**src/rtl/regfile_mp.sv**
```systemverilog
// regfile_mp: parametrised register file with NRD combinational read ports
// and two synchronous write ports. Port 1 has priority over port 0 when both
// write the same entry. One entry (ZERO_REG) is hardwired to zero.
//
// After reset a sequencer fills every entry with its own index. The zero
// register is filled with 0. While the sequencer runs, init_busy is high,
// all writes are ignored and every read port returns 0. The array itself has
// no reset; the sequencer takes care of initialising it.
//
// Optional feature, enabled by defining REGFILE_MP_BYPASS_EN:
//   Same-cycle write-through forwarding from the write ports to any read
//   port reading the same address. Port 1 has priority over port 0, and the
//   zero register always reads 0. When the macro is not defined, a write
//   shows up on rd in the cycle after the clock edge that commits it.
module regfile_mp #(
  parameter int DATA_W   = 64,
  parameter int ADDR_W   = 5,
  parameter int NRD      = 2,
  parameter int ZERO_REG = 31
) (
  input  logic                     clk,
  input  logic                     rst_n,
  input  logic [NRD*ADDR_W-1:0]    ra,
  output logic [NRD*DATA_W-1:0]    rd,
  input  logic                     we0,
  input  logic [ADDR_W-1:0]        wa0,
  input  logic [DATA_W-1:0]        wd0,
  input  logic                     we1,
  input  logic [ADDR_W-1:0]        wa1,
  input  logic [DATA_W-1:0]        wd1,
  output logic                     init_busy
);

  localparam int NREG = 2**ADDR_W;

  localparam logic [0:0] ST_INIT = 1'b0;
  localparam logic [0:0] ST_RUN  = 1'b1;

  localparam logic [ADDR_W-1:0] ZADDR    = ADDR_W'(ZERO_REG);
  localparam logic [ADDR_W-1:0] LAST_IDX = ADDR_W'(NREG - 1);

  logic [0:0]        state;
  logic [ADDR_W-1:0] cnt;
  logic [DATA_W-1:0] mem [NREG];

  logic running;
  logic wr0Ok;
  logic wr1Ok;

  assign running   = (state == ST_RUN);
  assign init_busy = (state == ST_INIT);

  // Port 1 always commits when it is enabled and is not aimed at the zero
  // register. Port 0 is dropped when port 1 writes the same entry, so
  // port 1 wins the conflict.
  assign wr1Ok = we1 && (wa1 != ZADDR);
  assign wr0Ok = we0 && (wa0 != ZADDR) && !(we1 && (wa1 == wa0));

  // Init sequencer: walk cnt over every entry once, then switch to RUN
  always_ff @(posedge clk or negedge rst_n) begin
    if (!rst_n) begin
      state <= ST_INIT;
      cnt   <= '0;
    end else if (state == ST_INIT) begin
      cnt <= cnt + ADDR_W'(1);
      if (cnt == LAST_IDX) begin
        state <= ST_RUN;
      end
    end
  end

  // Array update: index fill during INIT, the two write ports during RUN
  always_ff @(posedge clk) begin
    if (state == ST_INIT) begin
      if (cnt == ZADDR) begin
        mem[cnt] <= '0;
      end else begin
        mem[cnt] <= DATA_W'(cnt);
      end
    end else begin
      if (wr0Ok) begin
        mem[wa0] <= wd0;
      end
      if (wr1Ok) begin
        mem[wa1] <= wd1;
      end
    end
  end

  for (genvar k = 0; k < NRD; k++) begin : g_rd
    logic [ADDR_W-1:0] addr;
    logic [DATA_W-1:0] portData;

    assign addr = ra[k*ADDR_W +: ADDR_W];

    // Read mux: forced to 0 during INIT and for the zero register
    always_comb begin
      portData = '0;
      if (running && (addr != ZADDR)) begin
`ifdef REGFILE_MP_BYPASS_EN
        if (we1 && (wa1 == addr)) begin
          portData = wd1;
        end else if (we0 && (wa0 == addr)) begin
          portData = wd0;
        end else begin
          portData = mem[addr];
        end
`else
        portData = mem[addr];
`endif
      end
    end

    assign rd[k*DATA_W +: DATA_W] = portData;
  end

  // Flag unknown write enables in RUN; the write logic treats them as no write
  always @(posedge clk) begin
    if (rst_n && running) begin
      assert (!$isunknown({we0, we1}))
        else $error("regfile_mp: unknown write enable in RUN");
    end
  end

endmodule

```
**config.mk**
```make
export PLATFORM = sky130hd
export DESIGN_NAME = regfile_mp
export DESIGN_NICKNAME = d
export VERILOG_FILES = /design/src/rtl/regfile_mp.sv
export SDC_FILE = /design/constraint.sdc
export NUM_CORES = 2
export LEC_CHECK = 0
export ABC_AREA = 0
export CORE_MARGIN = 1
export CORE_UTILIZATION = 40
export DETAILED_ROUTE_END_ITERATION = 16
export PLACE_DENSITY = 0.59
export SLEW_MARGIN = 30
export SYNTH_ARGS = -nofsm -noshare
export SYNTH_HDL_FRONTEND = slang
export SYNTH_SLANG_ARGS = --single-unit
```
**constraint.sdc**
```tcl
create_clock -name clk -period 8.8 [get_ports clk]
set_input_delay 1.76 -clock clk [delete_from_list [all_inputs] [get_ports clk]]
set_output_delay 1.76 -clock clk [all_outputs]
set_load 0.03 [all_outputs]
```
==> flow_summary_export.csv <==
group,metric,value,unit
run_status,status,"complete, no violations",
detailed_routing,vias,88500,
logic_synthesis,synth_area_per_cell,11.7,µm²
logic_synthesis,synth_flop_cell,"edfxtp_1",
logic_synthesis,ys_ff_latch,2054,
logic_synthesis,ys_types,54,
timing,fmax,0.132,GHz
clocking,htreeDepth,4,
global_routing,gr-total-overflow,0,
die,start_util,40.2,%
worst_hold_path,min_from,"cnt[0]",
detailed_routing,ant_nets,0,
global_routing,grt_use_total,30.6,%
critical_path,arrival,5.83,ns
global_routing,grt_max_degree,115,
run,drv_cap,0,
worst_hold_path,min_path_cells,1,
timing,finalMaxSlewViolations,0,
timing,worstMarginPinSlew,1.18,ns
clocking,hold_buffers,0,
detailed_routing,drc,0,
clocking,cts_setup_buffers,0,
power_and_ir_drop,p_per_area,178,nW/µm²
global_routing,grt_pass1_wl,639000,µm
critical_path,rr_worst_depth,6,
critical_path,worstPathRequired,7.04,ns
logic_synthesis,ys_seq_area_share,53.2,%
timing,finalCriticalPeriod,7.59,ns
logic_synthesis,syn_area,116000,µm²
timing,fin_tns_setup,0,ns
timing,rsz0062_at_grt,"false",
logic_synthesis,yosys.area.top_type_share,53.0,%
die,die_h,540,µm
critical_path,critical_path_class,"in2out",
worst_hold_path,hold_end,"cnt[0]",
clocking,cts_resized,0,
critical_path,endpoint_kind,"output pin",
power_and_ir_drop,peakVddDrop,0.000173,V
clocking,cts_root_buf,"clkbuf_16",
logic_synthesis,synth_fp_nets,10100,
placed_design,dp_cells,13000,
die,core-area,288000,µm²
critical_path,ff2ff_setup_slack,4.84,ns
placed_design,dp_hpwl,245000,µm
final_layout,fin_cells,13500,
final_layout,layout_common_cells,"edfxtp_1, nand2_1, o21ai_0",
clocking,cts_sinks,2054,
power_and_ir_drop,p_leak,0.0434,µW
timing,hold_viol,0,
logic_synthesis,yosys_warnings,0,
timing,finalSetupViolations,0,
die,dieArea,292000,µm²
clocking,clk_pin_slew,0.06,ns
logic_synthesis,synth-async-reset-ratio,0.292,%
detailed_routing,routedWlPerCell,33.9,µm
timing,finalClockSkew,0.0446,ns
clocking,cts_buffer_depth,4,
die,die_x,540,µm
global_routing,grt_pass1_vias,85400,
critical_path,r2r-start,"running",
placed_design,gp_congestion,0.859,
clocking,insertion_delay,0.89,ns
detailed_routing,drt_iter0_drc,13100,
clocking,cts_tree,"done",
detailed_routing,viasPerCell,6.58,
detailed_routing,wl,456000,µm
logic_synthesis,synthTopCellsByArea,"edfxtp_1, mux4_2, o21ai_0",
logic_synthesis,synth_cells,9951,
final_layout,layout.nets,9637,
logic_synthesis,yosysTopAreaCell,"edfxtp_1",
final_layout,area_delta_synth_final,11.0,%
final_layout,layout_commonest_cell,"edfxtp_1",
timing,min_period_over_period,86.2,%
critical_path,crit_path_start_kind,"primary input",
detailed_routing,drtPass1Iterations,6,
die,io_pins,281,
final_layout,layout-drive-gt1-share,15.7,%
global_routing,antenna_found_initial,24,
final_layout,fillCellCount,25800,
logic_synthesis,synth_edf_count,2048,
die,rows,197,
timing,slew_headroom,20.7,%
clocking,cts_buffers,228,
critical_path,path_max_fanout,26,
critical_path,timing.rr.end,"mem[22][30]",
placed_design,io_buffers,280,
worst_hold_path,hp-class,"reg2reg",
-- layer usage --
metal / wire length (µm) / global-route usage, % / part of all wire [%]
met5: 23 / 0 / 0.0050
met4: 29800 / 17.5 / 6.6
met3: 56900 / 6.05 / 12
met2: 210000 / 48.6 / 46
met1: 159000 / 39.0 / 35
-- sequential cells by signal, indices dropped and copies added (netlist names) --
| signal | flops |
|---|---|
| mem | 2048 |
| cnt | 5 |
| running | 1 |
-- worst max path at each step --
stage,startpoint,endpoint,depth (start not counted),slack [ns]
2_1_floorplan,wa0[3],mem[0][0],8,0.65
3_3_place_gp,ra[7],rd[127],8,0.83
3_5_place_dp,ra[7],rd[127],9,1.37
4_1_cts,ra[7],rd[127],9,1.37
5_1_grt,ra[7],rd[111],8,1.38
6_report,ra[7],rd[127],9,1.21
-- worst max-delay path, stage by stage --
cell and delay [ns]:
buf_2 0.76, nand3b_1 0.55, buf_6 0.33, buf_4 0.26
o221ai_1 0.23, a21oi_1 0.06, a21oi_1 0.15, a21boi_0 0.86
clkdlybuf4s50_1 0.84
-- through the flow --
stage / setup slack, ns / power, µW / instance area [µm²] / util, % / hold slack (ns)
after floorplan: 0.652 / 12700 / 116000 / - / 0.595
after global placement: 0.833 / 13600 / 121000 / 42.1 / 0.639
after detailed placement: 1.37 / 13600 / 121000 / 42.2 / 0.647
after CTS: 1.37 / 22900 / 128000 / 44.6 / 0.662
after global routing: 1.38 / 23400 / 129000 / 44.7 / 0.704
final: 1.21 / 22900 / 129000 / 44.7 / 0.663
-- cells in the mapped netlist, drive strengths merged (9+ instances only) --
cell type  count
nand2       2050
o22ai        123
a22o           9
mux2          10
nor2         209
mux2i        525
o21ai       1871
inv           68
mux4         769
edfxtp      2048
o221ai       123
a21oi        320
a22oi        237
and3          65
clkbuf       800
nor3          14
a211oi       146
buf          430
a21boi        50
-- layout make-up --
cell class	instances	area (µm²)	share of cell area [%]
flip-flops and latches	2054	61600	47.9
multi-input cells	6598	49300	38.3
clock buffers	297	5990	4.65
repair buffers	532	5700	4.43
well taps	3781	4730	3.68
clock inverters	109	1050	0.814
inverters	69	259	0.201
diodes	20	50.0	0.0389
-- cell families after synthesis --
| group | Yosys count | synth area share [%] |
|---|---|---|
| AO/OA/AOI/OAI | 2900 | 14.2 |
| XOR/XNOR | 8 | 0.0604 |
| adder cells (fa/ha/maj) | 2 | 0.0216 |
| buffers and inverters | 1299 | 4.87 |
| flip-flops | 2054 | 53.2 |
| multiplexers | 1304 | 19.6 |
| AND/OR/NAND/NOR | 2384 | 8.17 |
-- power by group --
group	internal, µW	total [µW]	switching (µW)	leakage (µW)
clock network	5340	9460	4120	0.00344
logic	858	2580	1720	0.0188
registers	10900	10900	12.8	0.0212
total	17100	22900	5860	0.0434
Note: power is estimated with default switching activity, not from simulation.
